[src/rtl/qpsk_dac_pkg.sv]
// rtl/qpsk_dac_pkg.sv - shared types and constants for the DAC channel scheduler
// Contents: scheduler state enum, serial frame geometry, default DAC channel addresses.
package qpsk_dac_pkg;

  typedef enum logic [2:0] {
    ST_INIT,
    ST_IDLE,
    ST_SHIFT,
    ST_GAP,
    ST_LDAC
  } state_t;

  localparam int FRAME_W   = 16;
  // Frame bit 15 is the command bit; 0 selects a register write.
  localparam int WRITE_BIT = 15;
  localparam int ADDR_W    = 3;

  localparam logic [ADDR_W-1:0] DEF_ADDR_A = 3'd0;
  localparam logic [ADDR_W-1:0] DEF_ADDR_B = 3'd1;

endpackage

[src/rtl/dac_channel_scheduler_if.sv]
// rtl/dac_channel_scheduler_if.sv - I/Q sample stream bundle feeding the DAC scheduler
// Signals: a_data/a_valid/a_ready (stream A, I), b_data/b_valid/b_ready (stream B, Q).
// Modports: master = sample source (symbol mapper), slave = scheduler.
interface dac_channel_scheduler_if #(
  parameter int DATA_W = 12
);

  logic [DATA_W-1:0] a_data;
  logic              a_valid;
  logic              a_ready;
  logic [DATA_W-1:0] b_data;
  logic              b_valid;
  logic              b_ready;

  modport master (
    output a_data, a_valid, b_data, b_valid,
    input  a_ready, b_ready
  );

  modport slave (
    input  a_data, a_valid, b_data, b_valid,
    output a_ready, b_ready
  );

endinterface

[src/rtl/spi_frame_shifter.sv]
// rtl/spi_frame_shifter.sv - 16-bit MSB-first serialiser with divided SCLK
// Ports: clk, rst_n (async active-low); load + word (latch a frame and start it);
//        done (high in the last cycle of the frame); sclk (idles high); sdi.
module spi_frame_shifter
  import qpsk_dac_pkg::*;
#(
  parameter int CLK_DIV = 2
) (
  input  logic               clk,
  input  logic               rst_n,
  input  logic               load,
  input  logic [FRAME_W-1:0] word,
  output logic               done,
  output logic               sclk,
  output logic               sdi
);

  localparam int                DIV_W    = (CLK_DIV > 1) ? $clog2(CLK_DIV) : 1;
  localparam logic [DIV_W-1:0]  DIV_LAST = DIV_W'(CLK_DIV - 1);
  localparam int                BIT_W    = $clog2(FRAME_W);
  localparam logic [BIT_W-1:0]  BIT_LAST = BIT_W'(FRAME_W - 1);

  logic [FRAME_W-1:0] sreg;
  logic [DIV_W-1:0]   div_cnt;
  logic [BIT_W-1:0]   bit_cnt;
  logic               phase_low;
  logic               active;
  logic               div_wrap;

  assign div_wrap = (div_cnt == DIV_LAST);
  assign done     = active && phase_low && div_wrap && (bit_cnt == BIT_LAST);
  // SDI comes straight from a flop; the register is cleared after the frame so SDI idles low.
  assign sdi      = sreg[FRAME_W-1];

  always_ff @(posedge clk or negedge rst_n) begin
    if (!rst_n) begin
      sreg      <= '0;
      div_cnt   <= '0;
      bit_cnt   <= '0;
      phase_low <= 1'b0;
      active    <= 1'b0;
      sclk      <= 1'b1;
    end else if (load) begin
      sreg      <= word;
      div_cnt   <= '0;
      bit_cnt   <= '0;
      phase_low <= 1'b0;
      active    <= 1'b1;
      sclk      <= 1'b1;
    end else if (active) begin
      if (!div_wrap) begin
        div_cnt <= div_cnt + 1'b1;
      end else begin
        div_cnt <= '0;
        if (!phase_low) begin
          phase_low <= 1'b1;
          sclk      <= 1'b0;
        end else begin
          // Rising SCLK and the next data bit change together; DAC samples on the fall.
          phase_low <= 1'b0;
          sclk      <= 1'b1;
          if (bit_cnt == BIT_LAST) begin
            active <= 1'b0;
            sreg   <= '0;
          end else begin
            bit_cnt <= bit_cnt + 1'b1;
            sreg    <= {sreg[FRAME_W-2:0], 1'b0};
          end
        end
      end
    end
  end

endmodule

[src/rtl/dac_channel_scheduler.sv]
// rtl/dac_channel_scheduler.sv - shares one serial DAC between the I and Q sample streams
// Ports: CLK, RESETn (async active-low); samples (slave stream bundle, A/B handshakes);
//        SCLK, SDI, SYNC_n, LDAC_n (DAC pins); busy (not IDLE); init_done (init frame sent).
module dac_channel_scheduler
  import qpsk_dac_pkg::*;
#(
  parameter int                DATA_W    = 12,
  parameter int                CLK_DIV   = 2,
  parameter int                GAP_CYC   = 2,
  parameter int                LDAC_CYC  = 2,
  parameter logic [FRAME_W-1:0] INIT_WORD = 16'hA000,
  parameter logic [ADDR_W-1:0] ADDR_A    = DEF_ADDR_A,
  parameter logic [ADDR_W-1:0] ADDR_B    = DEF_ADDR_B
) (
  input  logic                    CLK,
  input  logic                    RESETn,
  dac_channel_scheduler_if.slave  samples,
  output logic                    SCLK,
  output logic                    SDI,
  output logic                    SYNC_n,
  output logic                    LDAC_n,
  output logic                    busy,
  output logic                    init_done
);

  // One counter serves both the inter-frame gap and the LDAC pulse.
  localparam int               CNT_MAX   = (GAP_CYC > LDAC_CYC) ? GAP_CYC : LDAC_CYC;
  localparam int               CNT_W     = (CNT_MAX > 1) ? $clog2(CNT_MAX) : 1;
  localparam logic [CNT_W-1:0] GAP_LAST  = CNT_W'(GAP_CYC - 1);
  localparam logic [CNT_W-1:0] LDAC_LAST = CNT_W'(LDAC_CYC - 1);

  state_t             state, state_next;
  logic [CNT_W-1:0]   cnt;
  logic               last_b;       // last granted stream was B
  logic               flag_a, flag_b;
  logic               frame_init;   // frame in flight is the init word
  logic               frame_b;      // frame in flight carries stream B
  logic               grant_a, grant_b;
  logic               load;
  logic [FRAME_W-1:0] word;
  logic               shift_done;
  logic               gap_end, ldac_end, pair_full;

  assign gap_end   = (cnt == GAP_LAST);
  assign ldac_end  = (cnt == LDAC_LAST);
  // Pair is complete if the finishing frame fills the only missing channel.
  assign pair_full = (flag_a || !frame_b) && (flag_b || frame_b);

  assign samples.a_ready = grant_a;
  assign samples.b_ready = grant_b;

  spi_frame_shifter #(
    .CLK_DIV (CLK_DIV)
  ) u_shifter (
    .clk   (CLK),
    .rst_n (RESETn),
    .load  (load),
    .word  (word),
    .done  (shift_done),
    .sclk  (SCLK),
    .sdi   (SDI)
  );

  always_ff @(posedge CLK or negedge RESETn) begin
    if (!RESETn) state <= ST_INIT;
    else         state <= state_next;
  end

  always_comb begin
    state_next = state;
    unique case (state)
      ST_INIT:  state_next = ST_SHIFT;
      ST_IDLE:  if (grant_a || grant_b) state_next = ST_SHIFT;
      ST_SHIFT: if (shift_done) state_next = ST_GAP;
      ST_GAP:   if (gap_end) state_next = (!frame_init && pair_full) ? ST_LDAC : ST_IDLE;
      ST_LDAC:  if (ldac_end) state_next = ST_IDLE;
      default:  state_next = ST_INIT;
    endcase
  end

  always_comb begin
    grant_a = 1'b0;
    grant_b = 1'b0;
    if (state == ST_IDLE) begin
      // On a tie the stream that did not win last time goes next.
      grant_a = samples.a_valid && (!samples.b_valid || last_b);
      grant_b = samples.b_valid && (!samples.a_valid || !last_b);
    end
    load = (state == ST_INIT) || grant_a || grant_b;
    word = INIT_WORD;
    if (grant_a || grant_b) begin
      word = '0;
      word[WRITE_BIT]                = 1'b0;
      word[WRITE_BIT-1 -: ADDR_W]    = grant_b ? ADDR_B : ADDR_A;
      word[DATA_W-1:0]               = grant_b ? samples.b_data : samples.a_data;
    end
    busy   = (state != ST_IDLE);
    SYNC_n = (state != ST_SHIFT);
    LDAC_n = (state != ST_LDAC);
  end

  always_ff @(posedge CLK or negedge RESETn) begin
    if (!RESETn) begin
      cnt        <= '0;
      last_b     <= 1'b1;
      flag_a     <= 1'b0;
      flag_b     <= 1'b0;
      frame_init <= 1'b1;
      frame_b    <= 1'b0;
      init_done  <= 1'b0;
    end else begin
      if (state != state_next || !(state == ST_GAP || state == ST_LDAC)) cnt <= '0;
      else                                                                cnt <= cnt + 1'b1;
      if (state == ST_INIT) frame_init <= 1'b1;
      if (grant_a || grant_b) begin
        frame_init <= 1'b0;
        frame_b    <= grant_b;
        last_b     <= grant_b;
      end
      if (state == ST_GAP && gap_end) begin
        if (frame_init)   init_done <= 1'b1;
        else if (frame_b) flag_b    <= 1'b1;
        else              flag_a    <= 1'b1;
      end
      if (state == ST_LDAC && ldac_end) begin
        flag_a <= 1'b0;
        flag_b <= 1'b0;
      end
    end
  end

endmodule

[src/flat_wrapper.sv]
// flat-port wrapper written by rule: the top's interface ports become plain ports
module dac_channel_scheduler_flat import qpsk_dac_pkg::*;
#(
  parameter int                DATA_W    = 12,
  parameter int                CLK_DIV   = 2,
  parameter int                GAP_CYC   = 2,
  parameter int                LDAC_CYC  = 2,
  parameter logic [FRAME_W-1:0] INIT_WORD = 16'hA000,
  parameter logic [ADDR_W-1:0] ADDR_A    = DEF_ADDR_A,
  parameter logic [ADDR_W-1:0] ADDR_B    = DEF_ADDR_B
)
  (CLK, RESETn, SCLK, SDI, SYNC_n, LDAC_n, busy, init_done, samples_a_data, samples_a_valid, samples_b_data, samples_b_valid, samples_a_ready, samples_b_ready);
  dac_channel_scheduler_if #(.DATA_W(DATA_W)) samples_i ();
  input  logic CLK;
  input  logic RESETn;
  output logic SCLK;
  output logic SDI;
  output logic SYNC_n;
  output logic LDAC_n;
  output logic busy;
  output logic init_done;
  input wire logic [$bits(samples_i.a_data)-1:0] samples_a_data;
  input wire logic [$bits(samples_i.a_valid)-1:0] samples_a_valid;
  input wire logic [$bits(samples_i.b_data)-1:0] samples_b_data;
  input wire logic [$bits(samples_i.b_valid)-1:0] samples_b_valid;
  output wire logic [$bits(samples_i.a_ready)-1:0] samples_a_ready;
  output wire logic [$bits(samples_i.b_ready)-1:0] samples_b_ready;
  assign samples_i.a_data = samples_a_data;
  assign samples_i.a_valid = samples_a_valid;
  assign samples_i.b_data = samples_b_data;
  assign samples_i.b_valid = samples_b_valid;
  assign samples_a_ready = samples_i.a_ready;
  assign samples_b_ready = samples_i.b_ready;
  dac_channel_scheduler #(.DATA_W(DATA_W), .CLK_DIV(CLK_DIV), .GAP_CYC(GAP_CYC), .LDAC_CYC(LDAC_CYC), .INIT_WORD(INIT_WORD), .ADDR_A(ADDR_A), .ADDR_B(ADDR_B)) u_core (.CLK(CLK), .RESETn(RESETn), .samples(samples_i), .SCLK(SCLK), .SDI(SDI), .SYNC_n(SYNC_n), .LDAC_n(LDAC_n), .busy(busy), .init_done(init_done));
endmodule
[config.mk]
export PLATFORM = sky130hd
export DESIGN_NAME = dac_channel_scheduler_flat
export DESIGN_NICKNAME = d
export VERILOG_FILES = /design/src/rtl/qpsk_dac_pkg.sv /design/src/rtl/dac_channel_scheduler_if.sv /design/src/rtl/spi_frame_shifter.sv /design/src/rtl/dac_channel_scheduler.sv /design/src/flat_wrapper.sv
export SDC_FILE = /design/constraint.sdc
export NUM_CORES = 1
export LEC_CHECK = 0
export ABC_AREA = 1
export CAP_MARGIN = 5
export CORE_AREA = 8 8 86 73
export CTS_BUF_LIST = sky130_fd_sc_hd__clkbuf_4
export DETAILED_ROUTE_END_ITERATION = 6
export DIE_AREA = 0 0 94 81
export GPL_TIMING_DRIVEN = 0
export HOLD_SLACK_MARGIN = 0.12
export PLACE_DENSITY = 0.64
export SLEW_MARGIN = 20
export SYNTH_ARGS = -nofsm -noshare
export SYNTH_HDL_FRONTEND = slang
export SYNTH_SLANG_ARGS = --single-unit
[constraint.sdc]
create_clock -name CLK -period 4.5 [get_ports CLK]
set_clock_uncertainty 0.2 [all_clocks]
set_input_delay 0.675 -clock CLK [delete_from_list [all_inputs] [get_ports CLK]]
set_output_delay 0.675 -clock CLK [all_outputs]
set_load 0.01 [all_outputs]
==> metrics <==
Post-CTS Resized 0; WP buf/inv 4; switch share 0.413; CP most frequent cell clkdlybuf4s50_1; hold_sp u_core.init_done; max incr delay on CP between 500 and 600 ps; Flop pwr share 0.414; largest net degree at the start of global routing 26; Die W between 90 and 100 um; Power Dens Cells roughly 460 nW/um2; height of the die 81 um; crit-path max FO 10; Initial Utilization 0.435; cell taking the most area after synthesis dfrtp_1; worst r2r dst u_core.u_shifter.bit_cnt[2]; period utilisation layout 0.690; vias in the first global route ~1,900; DR WL/cell 13.2 um; leakage roughly 1.4 nW; Sink Count 34; Ant. Diodes 0; max-slew violation count 0; Min Clock Period, post-route around 3100 ps; CP Launch Type input pin; max_cap viols 0; Synth Instances roughly 280; clock slew at reported path FFs 100 ps; Detail Placement HPWL 3.88 mm; final WL between 5 and 6 mm; Final Hold Slack between 200 and 300 ps; Max VDD drop between 0.2 and 0.25 mV; synthesis-stage register bit count 34; Cell Int Power slightly below 700 uW; placed insts around 380; Clock Path Buffers 2; Detailed Routing Iterations Pass 1 4; # DRC 0; Yosys cell types 32; R2R setup slack around 2600 ps; Logic pwr share 0.445; Max stage delay cell, worst path clkdlybuf4s50_1; Critical Path AT around 2200 ps; Reg-to-Reg Start u_core.u_shifter.bit_cnt[0]; unrepaired setup endpoints after global routing false; # setup viols final 0; Final Hold Fails 0; Crit Path Category input pin to output port; f_max 322 MHz; fin nets between 300 and 400; Crit path max-delay family buffers and inverters; first-pass GRT wire length 8.88 mm; Worst Hold Endpoint u_core.init_done; HP Class flip-flop to flip-flop; pre-CTS setup slack between 1000 and 1500 ps; Slew Limit Headroom 0.704; gpl congestion between 0.7 and 0.8; Reg2Reg Depth 8; area of the core between 4000 and 5000 um2; Clock Latency Late Sink 340 ps; # port buffers 35; vias per cell a little under 5; YS warnings 0; synthesized area per cell 7.48 um2; CP Capture Type output port; Setup Fix Bufs, Post-CTS 0; Fillers between 400 and 500; root buf cell clkbuf_4; I/O Pins 36; share of layout cells above drive strength 1 0.120; status finished clean; H-Tree Depth 2; CTS tree yes; most common cell after layout, fill and taps aside nand2_1; CTS Buf Count 5; Cell Rows 23; fin cells roughly 390; Tightest Pin Transition 444 ps; gr usage total 0.147; Synth Net Count 310; worst setup margin ~1400 ps; Vias approximately 1,900; Die Footprint 7610 um2; CP Cell Sequence clkdlybuf4s50_1 -> inv_1 -> a21oi_2 -> nand2_8 -> inv_4 -> clkdlybuf4s50_1; commonest cells after routing, fill and taps aside 83 x nand2_1, 41 x inv_1, 34 x clkdlybuf4s50_1, 33 x nand3_1, 31 x dfrtp_1; post-synthesis sequential area ratio 0.407; initial DRC count around 120; hold_buf cts 1; Final TNS setup 0 ps; clock power share 0.141; GRT overflow 0; Mapped Area 2100 um2; net switching power about 490 uW; Final ANT Viol Nets 0; synth top area cells dfrtp_1 37%, nand2_1 15%, nand3_1 7.9%; WP data required 3620 ps; initial antenna violation count 0; Yosys top cell area share 0.369; hold depth 1; Area Growth Syn to Fin 23.9%
## synth_stat cells (all sizes together)
| cell | instances |
|---|---|
| nor2 | 14 |
| dfstp | 3 |
| ha | 1 |
| xnor2 | 1 |
| buf | 11 |
| a21o | 1 |
| a31oi | 1 |
| nor3 | 2 |
| o21ai | 9 |
| nand4 | 12 |
| inv | 45 |
| a21boi | 1 |
| o31ai | 1 |
| dfrtp | 31 |
| a21oi | 13 |
| nand3 | 34 |
| nand3b | 11 |
| nand2 | 89 |
| clkbuf | 1 |
## layer usage
layer / routed length [um] / part of all wire / up-vias / track usage
li1: - / - / 982 / -
met1: 2630 / 0.51 / 867 / 0.197
met2: 2220 / 0.43 / 29 / 0.224
met3: 224 / 0.044 / 5 / 0.0359
met4: 48 / 0.0094 / 0 / 0.0521
met5: 0 / 0 / - / 0
## layout make-up
cell class,count,area (um2),area share
multi-input cells,190,996,0.383
flip-flops and latches,34,855,0.328
repair buffers,37,375,0.144
inverters,45,171,0.0658
plain buffers,12,80.1,0.0308
well taps,62,77.6,0.0298
clock buffers,6,45.0,0.0173
clock inverters,1,3.75,0.00144
## cell families after synthesis
family | Yosys count | share of synthesized area
AOI/OAI and AO/OA | 26 | 0.0696
DFF | 34 | 0.407
xor gates and xnor gates | 1 | 0.00417
adders and majority gates | 1 | 0.00595
and+or+nand+nor | 162 | 0.394
buffers and inverters | 57 | 0.120
## power groups by stage
stage                     Combinational, mW  Sequential (mW)  Clock, mW
after floorplan                       0.384            0.487          0
after global placement                0.517            0.495          0
after detailed placement              0.533            0.497          0
after CTS                             0.534            0.492      0.172
after global routing                  0.599            0.508      0.185
final                                 0.529            0.491      0.167
## flip-flops by register name, indices dropped and copies added (netlist names)
name / count
u_core.state: 3
u_core.u_shifter.sclk: 1
u_core.last_b: 1
u_core.flag_b: 1
u_core.u_shifter.phase_low: 1
u_core.u_shifter.div_cnt: 1
u_core.u_shifter.bit_cnt: 4
u_core.cnt: 1
u_core.frame_init: 1
u_core.u_shifter.sreg: 16
u_core.init_done: 1
u_core.u_shifter.active: 1
u_core.flag_a: 1
u_core.frame_b: 1
## worst max-delay path by stage
stage / startpoint / endpoint / cells after the start
floorplan: samples_b_valid / samples_b_ready / 4
global placement: samples_b_valid / samples_b_ready / 6
detailed placement: samples_b_valid / samples_b_ready / 6
CTS: samples_b_valid / samples_b_ready / 6
global route: samples_b_valid / samples_b_ready / 6
finish: samples_b_valid / samples_b_ready / 6
## worst register-to-register path, stage by stage (launching register included)
cell,delay (ps)
dfrtp_1,420
ha_1,230
nand3_1,230
inv_1,160
nor2_4,200
inv_1,90
o21ai_1,150
nand2_1,80
nor2_1,90
## metrics by stage
stage | instance area (um2) | util | power (mW)
after detailed placement | 2540 | 0.526 | 1.03
final | 2600 | 0.539 | 1.19
after global placement | 2530 | 0.523 | 1.01
after floorplan | 2100 | - | 0.871
after CTS | 2600 | 0.539 | 1.20
after global routing | 2600 | 0.539 | 1.29
No activity file was read; power rests on OpenSTA's default activity.
